[src/rtl/jump_resolve.sv]
// rtl/jump_resolve.sv - EX-stage control-flow resolution: redirect cause/target, wrong-path flush, branch counters.
// Exceptions beat a pending interrupt, which beats jump/mispredict redirects.
module jump_resolve #(
  parameter int ADDR_W       = 32,
  parameter int FLUSH_CYCLES = 2,
  parameter int CNT_W        = 32
) (
  input  logic              clk,
  input  logic              rst,
  input  logic              ex_valid_i,
  input  logic [ADDR_W-1:0] ex_pc_i,
  input  logic              ex_is_branch_i,
  input  logic              ex_is_jump_i,
  input  logic              ex_taken_i,
  input  logic [ADDR_W-1:0] ex_target_i,
  input  logic              ex_predicted_i,
  input  logic              ex_except_i,
  input  logic              irq_i,
  input  logic [ADDR_W-1:0] trap_vec_i,
  input  logic              hold_i,
  output logic [2:0]        jump_cause_o,
  output logic [ADDR_W-1:0] jump_from_addr_o,
  output logic [ADDR_W-1:0] jump_to_addr_o,
  output logic              flush_o,
  output logic [CNT_W-1:0]  branch_cnt_o,
  output logic [CNT_W-1:0]  mispredict_cnt_o
);

  localparam logic [0:0] ST_IDLE  = 1'b0;
  localparam logic [0:0] ST_FLUSH = 1'b1;

  localparam logic [2:0] C_NONE = 3'b000;
  localparam logic [2:0] C_PNY  = 3'b001;
  localparam logic [2:0] C_PYN  = 3'b010;
  localparam logic [2:0] C_NOC  = 3'b011;
  localparam logic [2:0] C_IRQ  = 3'b100;
  localparam logic [2:0] C_EXC  = 3'b101;

  localparam logic [2:0] FLUSH_LAST = 3'(FLUSH_CYCLES - 1);

  logic [0:0]        state_q, state_d;
  logic [2:0]        fcnt_q, fcnt_d;
  logic              irq_pend_q, irq_pend_d;
  logic [2:0]        cause_q, cause_d;
  logic [ADDR_W-1:0] from_q, from_d;
  logic [ADDR_W-1:0] to_q, to_d;
  logic [CNT_W-1:0]  br_cnt_q, br_cnt_d;
  logic [CNT_W-1:0]  mp_cnt_q, mp_cnt_d;

  logic              accept;
  logic              is_jump;
  logic              is_branch;
  logic [ADDR_W-1:0] pc_plus4;

  assign accept    = ex_valid_i & ~hold_i & (state_q == ST_IDLE);
  // A jal/jalr that also flags as branch is still unconditional.
  assign is_jump   = ex_is_jump_i;
  assign is_branch = ex_is_branch_i & ~ex_is_jump_i;
  assign pc_plus4  = ex_pc_i + ADDR_W'(4);

  always_comb begin
    cause_d    = C_NONE;
    from_d     = from_q;
    to_d       = to_q;
    br_cnt_d   = br_cnt_q;
    mp_cnt_d   = mp_cnt_q;
    irq_pend_d = irq_pend_q | irq_i;

    if (accept) begin
      if (ex_except_i) begin
        cause_d = C_EXC;
        to_d    = trap_vec_i;
      end else if (irq_pend_q) begin
        cause_d    = C_IRQ;
        to_d       = trap_vec_i;
        irq_pend_d = irq_i;
      end else if (is_jump) begin
        cause_d = C_NOC;
        to_d    = ex_target_i;
      end else if (is_branch) begin
        br_cnt_d = br_cnt_q + 1'b1;
        if (ex_taken_i && !ex_predicted_i) begin
          cause_d  = C_PNY;
          to_d     = ex_target_i;
          mp_cnt_d = mp_cnt_q + 1'b1;
        end else if (!ex_taken_i && ex_predicted_i) begin
          cause_d  = C_PYN;
          to_d     = pc_plus4;
          mp_cnt_d = mp_cnt_q + 1'b1;
        end
      end
    end

    if (cause_d != C_NONE) begin
      from_d = ex_pc_i;
    end
  end

  // The cause cycle itself is the first squash cycle.
  always_comb begin
    state_d = state_q;
    fcnt_d  = fcnt_q;
    if (state_q == ST_IDLE) begin
      if (cause_d != C_NONE) begin
        state_d = ST_FLUSH;
        fcnt_d  = FLUSH_LAST;
      end
    end else begin
      if (fcnt_q == 3'd0) begin
        state_d = ST_IDLE;
      end else begin
        fcnt_d = fcnt_q - 3'd1;
      end
    end
  end

  always_ff @(posedge clk) begin
    if (rst) begin
      state_q    <= ST_IDLE;
      fcnt_q     <= 3'd0;
      irq_pend_q <= 1'b0;
      cause_q    <= C_NONE;
      from_q     <= '0;
      to_q       <= '0;
      br_cnt_q   <= '0;
      mp_cnt_q   <= '0;
    end else begin
      state_q    <= state_d;
      fcnt_q     <= fcnt_d;
      irq_pend_q <= irq_pend_d;
      cause_q    <= cause_d;
      from_q     <= from_d;
      to_q       <= to_d;
      br_cnt_q   <= br_cnt_d;
      mp_cnt_q   <= mp_cnt_d;
    end
  end

  assign jump_cause_o     = cause_q;
  assign jump_from_addr_o = from_q;
  assign jump_to_addr_o   = to_q;
  assign flush_o          = (state_q == ST_FLUSH);
  assign branch_cnt_o     = br_cnt_q;
  assign mispredict_cnt_o = mp_cnt_q;

endmodule

[config.mk]
export PLATFORM = sky130hd
export DESIGN_NAME = jump_resolve
export DESIGN_NICKNAME = d
export VERILOG_FILES = /design/src/rtl/jump_resolve.sv
export SDC_FILE = /design/constraint.sdc
export NUM_CORES = 1
export LEC_CHECK = 0
export BUFFER_PORTS_ARGS = -buffer_cell sky130_fd_sc_hd__buf_2
export CAP_MARGIN = 15
export CORE_UTILIZATION = 40
export CTS_BUF_LIST = sky130_fd_sc_hd__clkbuf_8 sky130_fd_sc_hd__clkbuf_16
export DETAILED_ROUTE_END_ITERATION = 8
export PLACE_DENSITY_LB_ADDON = 0.08
export SYNTH_ARGS = -nofsm -noshare
export SYNTH_HDL_FRONTEND = slang
export SYNTH_SLANG_ARGS = --single-unit
[constraint.sdc]
create_clock -name clk -period 3.1 [get_ports clk]
set_clock_uncertainty 0.15 [all_clocks]
set_input_delay 0.155 -clock clk [delete_from_list [all_inputs] [get_ports clk]]
set_output_delay 0.155 -clock clk [all_outputs]
set_load 0.01 [all_outputs]
* After elaboration in Yosys (flattened, before gate mapping) *
Cells that the tools add are included.

storage, ports and cells
  word-level logic and storage cells = 60
  register bits = 136
  input bits = 106

cells by class
  multiplexer cells = 24
  bitwise operators = 9
  equality and inequality tests = 1
  $add $sub $neg = 4
  reductions and logical operators = 14

operator list
  kind                                              number
  two-way mux 32 bit                                8
  adder 32 x 1 -> 32 bit, second input constant     2
  adder 32 x 3 -> 32 bit, second input constant     1
  two-way mux 3 bit                                 6
  two-way mux 2 bit                                 4
  two-way mux 1 bit                                 6
  AND reduction 6 bit                               1
  inverter 1 bit                                    5
  AND reduction 5 bit                               1
  nonzero test 5 bit                                1
  nonzero test 2 bit                                2
  nonzero test 4 bit                                1
  AND 1 bit                                         3
  zero test 3 bit                                   1
  AND reduction 3 bit                               1
  nonzero test 3 bit                                1
  subtractor 3 x 1 -> 3 bit, second input constant  1
  logical AND 1 bit                                 2
  zero test 1 bit                                   2
  != test 2 bit, second input constant              1
  AND reduction 2 bit                               1
  bitwise OR 1 bit                                  1

* Longest topological paths before layout *
Gate-level depths: netlist of run 1.

  depth after elaboration = 12
  mapped depth = 9
  depth with buffers taken out = 8

* Least setup slack after synthesis of run 1 *
No wires, ideal clock.

  path kind = register to register
  start = reg state_q, in the netlist flush_o
  end = reg br_cnt_q[31], in the netlist branch_cnt_o[31]
  data required time = 2.822 ns
  setup time = 0.128 ns
  setup slack = 0.846 ns
  arrival = 1.977 ns
  period minus slack after synthesis = 2.254 ns
  cell stages (with the launch flop) = 9
  path buffers = 2
  cell sequence = dfxtp_1 or3b_1 buf_2 nor3_1 buf_4 nand3_1 nor4_1 xnor2_1 nor2_1

on the way
  cells in the longest elaborated chain, start to end = 3

ends and longest elaborated chain
  what                                  RTL line  RTL
  start: declaration                    41        logic [0:0] state_q, state_d;
  start signal: assignment              128       state_q <= state_d;
  inverter 1 bit                        -
  AND 1 bit                             55        assign accept = ex_valid_i & ~hold_i & (state_q == ST_IDLE);
  AND reduction 5 bit (no source line)  -
  end signal: assignment                134       br_cnt_q <= br_cnt_d;
  end: declaration                      47        logic [CNT_W-1:0] br_cnt_q, br_cnt_d;

Every way passes these cells.
A chain may end at the register's enable or synchronous reset.

* Worst setup path in the final report of run 1 *
  start = in ex_pc_i[2]
  end = reg to_q[20], in the netlist jump_to_addr_o[20]

on the way
  cells in the longest elaborated chain, start to end = 7

ends and longest elaborated chain
  what                    RTL line  RTL
  start: declaration      11        input logic [ADDR_W-1:0] ex_pc_i,
  adder 32 x 3 -> 32 bit  59        assign pc_plus4 = ex_pc_i + ADDR_W'(4);
  two-way mux 32 bit      86        end else if (!ex_taken_i && ex_predicted_i) begin
  two-way mux 32 bit      82        if (ex_taken_i && !ex_predicted_i) begin
  two-way mux 32 bit      80        end else if (is_branch) begin
  two-way mux 32 bit      77        end else if (is_jump) begin
  two-way mux 32 bit      73        end else if (irq_pend_q) begin
  two-way mux 32 bit      70        if (ex_except_i) begin
  end signal: assignment  133       to_q <= to_d;
  end: declaration        46        logic [ADDR_W-1:0] to_q, to_d;

Every way passes these cells. The select of a mux whose other input is x is not followed.

==> summary.txt, run 1 <==
CTS
  • Clock latency on the worst-skew pair: 410 ps
  • Longest Clk Path Bufs: 2
  • Clock slew at reported path FFs: 60 ps
  • Total CTS buffers: 17
  • CTS tree: built
  • CTS sink cnt: 136
  • Htree depth: 4
  • Root Driver: clkbuf_16

Worst setup path
  • Crit path largest cell delay: 590 ps
  • R2r endpoint: jump_to_addr_o[17]$_SDFFE_PP0P_
  • Worst path cell trace: dlygate4sd3_1, buf_2, ha_1, nand2_1, or4_4, nor2_2, nand2_1, xnor2_1, a221o_1, dlygate4sd3_1
  • CP Class: input port to flip-flop
  • R2R Setup Slk: 320 ps
  • Critical path data required time: 3250 ps
  • Setup crit end kind: flip-flop
  • Startpoint Class: input port
  • Crit path arrival time: 3120 ps
  • Critical-path top delay cell: or4_4
  • R2R depth: 5
  • R2r startpoint: irq_pend_q$_SDFF_PP0_
  • CP max FO: 6

GRT
  • Vias in the first global route: 6,224
  • M3 GR Usage: 5.084%
  • GRT Total Usage: 23.85%
  • Met2 Use GR: 40.08%
  • Met1 GRT Util: 29.90%
  • Largest net degree at the start of global routing: 138
  • Layer carrying the most global-route usage: met2
  • Grt total ovfl: 0
  • First-pass GRT wire length: 31.53 mm
  • Antenna violations before repair: 1

Placement
  • Final GP Congestion: 0.8329
  • Port bufs: 237
  • Area after DPL: 0.007946 mm²
  • Post-detail-place hpwl: 13.74 mm

Drt
  • Number of vias in the routed layout: 6,741
  • Vias per inst: 5.004
  • DRC: 0
  • Routed WL per cell: 14.95 µm
  • Antenna Nets Post-Route: 0
  • Pre-Repair DR Iteration Count: 5
  • Initial DRC Count: 353
  • Final wirelength: 20.14 mm

Floorplanning
  • Core box area: 0.01594 mm²
  • Die width: 130 µm
  • Starting Density: 41.11%
  • # IOs: 238
  • Die area: 0.01690 mm²
  • Die Span Y: 130 µm
  • # rows: 46

Timing
  • Setup TNS: 0 ps
  • Hold Vio Cnt, Final: 0
  • Slew Limit Fails: 0
  • Period utilization: 95.82%
  • Fmax achieved: 336.7 MHz
  • Slew @ Worst Pin: 712.8 ps
  • Period minus WS final: 2970 ps
  • Fin Hold WS: 20.12 ps
  • Final setup fails: 0
  • Slew HR: 51.83%
  • RSZ-0062 raised after global routing: no

Power and ir drop
  • Pleak: 4.029 nW
  • Pwr Total: 0.004621 W
  • PD cells: 494.4 mW/mm²
  • Worst IR drop on VDD: 0.3557 mV

Cells and area
  • Syn-to-layout area delta: 42.61%
  • Nets@finish: 1,230
  • Fin area: 0.009346 mm²
  • Share of cells above drive strength 1: 26.73%

Hold path
  • Hold Path Class: input port to flip-flop
  • Worst hold start: ex_target_i[21]
  • Hold depth: 5
  • WHS Endpoint: jump_to_addr_o[21]$_SDFFE_PP0P_

Run status
  • Status: complete, no violations

Synth
  • Async S/R FF share, synth: 0%
  • Synth cell types: 52
  • Avg Inst Size Synth: 7.983 µm²
  • Ys flop type: dfxtp_1
  • Post-synthesis sequential area ratio: 41.54%
  • Post-Syn Nets: 934
  • Synth Register Bits: 136
  • Yosys synthesis warning count: 0
  • Post-synth EDFFs: 0
  • Post-Synthesis Cells: 821
  • Cell Area, Synth: 0.006554 mm²

Job
  • Max Cap Viol: 0
==> per-layer routing <==
metal	share of wire (%)	vias up
met5	0	-
met1	45	3086
li1	-	3431
met4	1.8	0
met3	5.3	25
met2	48	199
==> registers in the layout (all words and copies together), names as in the netlist <==
| name | cells |
|---|---|
| irq_pend_q | 1 |
| jump_to_addr_o | 32 |
| mispredict_cnt_o | 32 |
| jump_cause_o | 3 |
| flush_o | 1 |
| jump_from_addr_o | 32 |
| branch_cnt_o | 32 |
| fcnt_q | 3 |
==> stage by stage <==
step	util (%)	std cells	setup WS [ps]
3_5_place_dp	49.84	1240	600.5
5_1_grt	58.63	1347	3.902
3_3_place_gp	49.84	1240	659.8
6_report	58.63	1347	129.6
2_1_floorplan	-	821	845.6
4_1_cts	58.57	1346	55.43
==> cell families (layout without fill, tap and decap cells) <==
logic type	after synthesis	count (layout)	share of synthesized area (%)
buf+inv	64	373	4.391
flops	136	136	41.54
other cells	0	1	0
fa+ha+maj	7	7	1.336
compound gates	129	129	12.18
simple gates	400	400	29.13
xor+xnor	82	82	10.96
mux	3	3	0.4582
==> area by class of cell <==
type                            count  area, µm²
Fill cell                        1508       6596
Multi-Input combinational cell    621       3577
Sequential cell                   136       2723
Timing Repair Buffer              326       2067
Clock buffer                       17      425.4
Tap cell                          216      270.3
Clock inverter                     15      225.2
Inverter                           15      56.30
Antenna cell                        1      2.502
==> what timing repair did <==
| action | in CTS | in global routing |
|---|---|---|
| resized for setup | 0 | 2 |
| hold endpoints to repair | 63 | 0 |
| hold buffers | 74 | 0 |
| setup buffers | 0 | 0 |
| setup endpoints to repair | 0 | 2 |
==> worst max-delay path: cells and delay by family <==
kind            cells  cell delay, ps
compound gates      1             320
buf+inv             3            1260
fa+ha+maj           1             240
simple gates        4            1030
xor+xnor            1             120
==> layout by cell type, fill, tap and decap left out, drive strengths merged, types with 3 or more instances in the layout <==
cell / netlist / layout
buf: 12 / 252
dfxtp: 136 / 136
nor2: 126 / 126
nand2: 116 / 116
dlygate4sd3: 0 / 74
a21oi: 62 / 62
xor2: 44 / 44
nand3: 39 / 39
xnor2: 38 / 38
nor3: 27 / 27
nand4: 24 / 24
inv: 15 / 21
and3: 18 / 18
clkbuf: 37 / 17
a211oi: 16 / 16
o21ai: 15 / 15
or3: 12 / 12
and4: 11 / 11
nor4: 11 / 11
a31oi: 7 / 7
ha: 7 / 7
a311oi: 6 / 6
bufinv: 0 / 5
nand2b: 4 / 4
o211ai: 4 / 4
a221o: 4 / 4
or2: 3 / 3
and2: 3 / 3
mux2i: 3 / 3
o32ai: 3 / 3
o31ai: 3 / 3
o22ai: 3 / 3
==> cell usage after synthesis (6+ instances only) <==
| library cell | count | share of area, % |
|---|---|---|
| nand2_1 | 116 | 6.6 |
| a31oi_1 | 7 | 0.67 |
| and4_1 | 10 | 1.3 |
| clkbuf_1 | 37 | 2.1 |
| nand3_1 | 38 | 2.9 |
| o21ai_0 | 15 | 1.1 |
| nor4_1 | 9 | 0.86 |
| a211oi_1 | 16 | 1.8 |
| nor3_1 | 27 | 2.1 |
| xor2_1 | 44 | 5.9 |
| ha_1 | 7 | 1.3 |
| xnor2_1 | 38 | 5.1 |
| and3_1 | 15 | 1.4 |
| nand4_1 | 22 | 2.1 |
| a311oi_1 | 6 | 0.80 |
| dfxtp_1 | 136 | 42 |
| a21oi_1 | 62 | 4.7 |
| nor2_1 | 126 | 7.2 |
| inv_1 | 15 | 0.86 |
| or3_1 | 11 | 1.1 |
==> worst max-delay path by stage <==
stage | from | endpoint | depth (start not counted) | slack (ps)
global route | ex_pc_i[2] | jump_to_addr_o[20]$_SDFFE_PP0P_ | 10 | 4
CTS | ex_pc_i[2] | jump_to_addr_o[20]$_SDFFE_PP0P_ | 10 | 60
finish | ex_pc_i[2] | jump_to_addr_o[20]$_SDFFE_PP0P_ | 10 | 130
detailed placement | ex_pc_i[2] | jump_to_addr_o[30]$_SDFFE_PP0P_ | 8 | 600
global placement | ex_pc_i[2] | jump_to_addr_o[30]$_SDFFE_PP0P_ | 8 | 660
floorplan | flush_o$_SDFF_PP0_ | branch_cnt_o[31]$_SDFFE_PP0P_ | 8 | 850
==> where the power goes <==
group	switching [W]	internal, W	leakage [nW]
combinational	0.000299	0.000246	2.61
sequential	0.0000262	0.00180	1.10
clock	0.000814	0.00143	0.317
No activity file was read; power rests on OpenSTA's default activity.
==> run 2, diff against run 1 <==
- GPL_ROUTABILITY_DRIVEN: default -> 0
- HOLD_SLACK_MARGIN: default -> 0.08
- SETUP_SLACK_MARGIN: default -> 0.5
==> summary.txt, run 2 (synthesis gave the netlist of run 1 again) <==
Hold path
  • Hold Path Class: input port to flip-flop

Cells and area
  • Commonest non-fill, non-tap cell in the layout: buf_2
  • Nets@finish: 1,253
  • Syn-to-layout area delta: 46.37%
  • Most frequent cells in the layout: buf_2 (236), dfxtp_1 (136), nor2_1 (124)
  • Non-filler cells, final: 1,370
  • Share of cells above drive strength 1: 26.63%

Job
  • Max Cap Viol: 0

Timing
  • RSZ-0062 raised after global routing: yes
  • Hold Vio Cnt, Final: 0
  • Setup TNS: 0 ps
  • Period utilization: 84.54%
  • Fmax achieved: 381.6 MHz
  • Slew Limit Fails: 0
  • Slew HR: 51.94%
  • Slew @ Worst Pin: 711.2 ps
  • Final setup fails: 0
  • Period minus WS final: 2621 ps

Placement
  • Post-detail-place hpwl: 13.74 mm
  • Placed cells: 1,240
  • Port bufs: 237

Run status
  • Status: complete, no violations

Power and ir drop
  • Pleak: 4.122 nW
  • PD cells: 485.9 mW/mm²
  • Worst IR drop on VDD: 0.3591 mV

Drt
  • Final wirelength: 20.86 mm
  • Pre-Repair DR Iteration Count: 5
  • Routed WL per cell: 15.23 µm
  • DRC: 0
  • Antenna Nets Post-Route: 0
  • Number of vias in the routed layout: 6,929
  • Initial DRC Count: 379
  • Vias per inst: 5.058

Worst setup path
  • CP max FO: 15
  • Startpoint Class: input port
  • Critical path data required time: 3250 ps
  • Setup crit end kind: flip-flop
  • Crit path arrival time: 2770 ps
  • CP Class: input port to flip-flop
  • R2R Setup Slk: 560 ps

GRT
  • Vias in the first global route: 6,340
  • GRT Total Usage: 24.03%
  • First-pass GRT wire length: 31.84 mm
  • Largest net degree at the start of global routing: 138
  • Antenna violations before repair: 0
  • Grt total ovfl: 0

Floorplanning
  • Core box area: 0.01594 mm²
  • # IOs: 238
  • Die width: 130 µm
  • Die Span Y: 130 µm
  • Die area: 0.01690 mm²
  • # rows: 46
  • Starting Density: 41.11%

CTS
  • CTS sink cnt: 136
  • Clock slew at reported path FFs: 60 ps
  • Htree depth: 4
  • Longest Clk Path Bufs: 2
  • Total CTS buffers: 17
  • Root Driver: clkbuf_16
  • CTS tree: built
  • Clock latency on the worst-skew pair: 410 ps
==> run 2: through the flow <==
step	util, %	hold slack (ps)	power (W)	area, µm²	setup slack (ps)
finish	60.17	112.9	0.004661	9593	479.3
CTS	59.83	93.87	0.004678	9538	525.1
global placement	49.84	232.7	0.002333	7946	659.8
global route	60.16	135.9	0.004832	9590	409.9
detailed placement	49.84	239.1	0.002334	7946	600.5
floorplan	-	126.3	0.002118	6554	845.6
==> run 2: path summary, 6_finish.rpt <==
check,startpoint,end,cells after the start
max,ex_except_i,jump_to_addr_o[27]$_SDFFE_PP0P_,9
min,ex_target_i[11],jump_to_addr_o[11]$_SDFFE_PP0P_,5
max reg2reg,irq_pend_q$_SDFF_PP0_,jump_to_addr_o[27]$_SDFFE_PP0P_,7
min reg2reg,jump_from_addr_o[30]$_SDFFE_PP0P_,jump_from_addr_o[30]$_SDFFE_PP0P_,2
==> run 2: timing repair <==
item                                   CTS  global route
buffers inserted                         0             1
endpoints found under the hold margin   67             0
hold buffers                            94             0
gates resized for setup                  0             6
setup endpoints to repair                0            16
==> run 2: report_power, final <==
| part | internal [W] | total (W) | switching, W |
|---|---|---|---|
| registers | 0.00180 | 0.00183 | 0.0000264 |
| clock network | 0.00143 | 0.00225 | 0.000818 |
| logic | 0.000269 | 0.000580 | 0.000311 |
| total | 0.00351 | 0.00466 | 0.00116 |
==> run 2: routing by layer <==
metal	track usage (%)	routed length [µm]	up-vias
met3	5.043	1041	30
li1	-	-	3474
met2	40.26	10080	210
met5	0	0	-
met4	9.781	433	0
met1	30.06	9312	3215
==> run 2: final cells by class <==
cell class / instances / area (µm²)
diodes: 1 / 2.502
clock buffers: 17 / 425.4
clock inverters: 15 / 225.2
fillers: 1482 / 6350
inverters: 15 / 56.30
multi-input cells: 621 / 3585
flip-flops and latches: 136 / 2723
well taps: 216 / 270.3
repair buffers: 349 / 2306
==> run 2: critical path: stages <==
cell and delay [ps]:
dlygate4sd3_1 540, buf_2 150, or2_2 380, o31a_2 480, nand2_1 200, nor2_1 60, o21ai_0 90, a31oi_1 110
dlygate4sd3_1 600
==> run 3, diff against run 2 <==
- clock period: 3.1 -> 2.15 ns (I/O delays scaled with it)
==> summary.txt, run 3 (synthesis gave the netlist of run 1 again) <==
Floorplanning
  • Die width: 130 µm
  • Starting Density: 41.11%
  • # rows: 46
  • Die area: 0.01690 mm²
  • # IOs: 238
  • Core box area: 0.01594 mm²
  • Die Span Y: 130 µm

CTS
  • Root Driver: clkbuf_16
  • Total CTS buffers: 17
  • Longest Clk Path Bufs: 2
  • Clock latency on the worst-skew pair: 420 ps
  • Htree depth: 4
  • CTS tree: built
  • Clock slew at reported path FFs: 60 ps
  • CTS sink cnt: 136

Job
  • Max Cap Viol: 0

Power and ir drop
  • Pleak: 5.378 nW
  • Combinational share of power: 19.3%
  • Clock network fraction of design power: 42.2%
  • Worst IR drop on VDD: 0.6111 mV
  • PD cells: 565.2 mW/mm²
  • Switch share: 26.95%
  • P_sw: 0.001853 W
  • Register share of total power: 38.5%
  • P_int: 0.005022 W

Worst setup path
  • Critical Path Stages: 10
  • Crit path arrival time: 2120 ps
  • R2r startpoint: flush_o$_SDFF_PP0_
  • Startpoint Class: flip-flop
  • WP buf/inv: 5
  • R2R Setup Slk: 180 ps
  • Crit path largest cell delay: 330 ps
  • Critical path data required time: 2300 ps
  • Critical path origin: flush_o$_SDFF_PP0_
  • CP Class: flip-flop to flip-flop
  • R2r endpoint: jump_to_addr_o[20]$_SDFFE_PP0P_
  • Setup crit end kind: flip-flop
  • CP max FO: 9
  • CP top delay family: buffers and inverters
  • Worst path cell trace: nor3b_2, buf_4, buf_6, o31ai_4, buf_6, buf_12, buf_4, nand2_1, a21oi_1, a221o_1
  • Critical-path top delay cell: dfxtp_2
  • R2R depth: 10
  • Setup crit end: jump_to_addr_o[20]$_SDFFE_PP0P_

Timing
  • Hold Vio Cnt, Final: 0
  • Slew @ Worst Pin: 460.5 ps
  • Slew HR: 69.30%
  • Setup WS post-layout: 184.6 ps
  • Setup TNS: 0 ps
  • Period utilization: 91.41%
  • Slew Limit Fails: 0
  • Final setup fails: 0
  • Fmax achieved: 508.8 MHz
  • Period minus WS final: 1965 ps
  • RSZ-0062 raised after global routing: yes

Drt
  • Antenna Nets Post-Route: 0
  • Initial DRC Count: 465
  • DRC: 0
  • Vias per inst: 5.318
  • Routed WL per cell: 18.10 µm
  • Final wirelength: 27.06 mm
  • Pre-Repair DR Iteration Count: 5
  • Number of vias in the routed layout: 7,950

Placement
  • Port bufs: 237
  • Post-detail-place hpwl: 14.85 mm
  • Place WS: 30.26 ps

Cells and area
  • Syn-to-layout area delta: 85.61%
  • Commonest non-fill, non-tap cell in the layout: buf_2
  • Nets@finish: 1,378
  • Most frequent cells in the layout: buf_2 (236), dfxtp_1 (122), nor2_1 (104)
  • Fin util: 76.30%
  • Share of cells above drive strength 1: 48.20%

GRT
  • Antenna violations before repair: 3
  • Grt total ovfl: 0
  • First-pass GRT wire length: 38.43 mm
  • Largest net degree at the start of global routing: 93
  • Vias in the first global route: 7,351
  • GRT Total Usage: 29.62%

Hold path
  • Hold Path Class: input port to flip-flop

Run status
  • Status: complete, no violations
[run 3: per-layer routing]
layer	wire length [µm]	global-route usage [%]	vias to the layer above
li1	-	-	3761
met1	11200	37.97	3738
met2	12780	47.09	355
met3	1944	6.724	96
met4	1127	14.23	0
met5	0	0	-
[run 3: area by class of cell]
class | count | area [µm²]
Clock inverter | 11 | 123.9
Antenna cell | 3 | 7.507
Tap cell | 216 | 270.3
Clock buffer | 19 | 452.9
Fill cell | 1146 | 3779
Inverter | 15 | 58.81
Multi-Input combinational cell | 622 | 4677
Sequential cell | 136 | 2745
Timing Repair Buffer | 473 | 3829
[run 3: how the worst min path moves through the flow]
stage                     from                               to  slack [ps]  depth (start not counted)
2_1_floorplan            irq_i            irq_pend_q$_SDFF_PP0_          80                          2
3_3_place_gp   ex_target_i[23]  jump_to_addr_o[23]$_SDFFE_PP0P_         190                          2
3_5_place_dp   ex_target_i[23]  jump_to_addr_o[23]$_SDFFE_PP0P_         190                          2
4_1_cts                 hold_i       jump_cause_o[2]$_SDFF_PP0_          60                          4
5_1_grt             ex_pc_i[2]   jump_to_addr_o[2]$_SDFFE_PP0P_         100                          5
6_report        ex_target_i[7]   jump_to_addr_o[7]$_SDFFE_PP0P_         100                          5
[run 3: stage by stage]
| stage | std cells | area (µm²) | power (W) | hold slack (ps) |
|---|---|---|---|---|
| after floorplan | 821 | 6927 | 0.003110 | 79.45 |
| after global placement | 1273 | 8401 | 0.003425 | 188.5 |
| after global routing | 1495 | 12160 | 0.007092 | 101.8 |
| after CTS | 1465 | 11440 | 0.006763 | 57.71 |
| final | 1495 | 12160 | 0.006875 | 96.54 |
| after detailed placement | 1273 | 8401 | 0.003427 | 186.9 |
[run 3: power by group through the flow]
stage / sequential [W] / combinational, W / clock, W
finish: 0.00265 / 0.00133 / 0.00290
global route: 0.00266 / 0.00140 / 0.00304
CTS: 0.00264 / 0.00119 / 0.00293
detailed placement: 0.00269 / 0.000740 / 0
global placement: 0.00269 / 0.000738 / 0
floorplan: 0.00272 / 0.000388 / 0
[run 3: worst register-to-register path, cell delays in order (launching register included)]
cell and delay (ps):
dfxtp_2 330, nor3b_2 160, buf_4 160, buf_6 100, o31ai_4 60, buf_6 140
buf_12 130, buf_4 140, nand2_1 70, a21oi_1 100, a221o_1 300
[run 3: repair_timing]
item / CTS / global route
resized for setup: 180 / 123
hold buffers: 100 / 0
setup buffers: 48 / 24
cloned: 14 / 3
endpoints found under the setup margin: 131 / 133
hold endpoints to repair: 73 / 0
pin swaps: 75 / 79
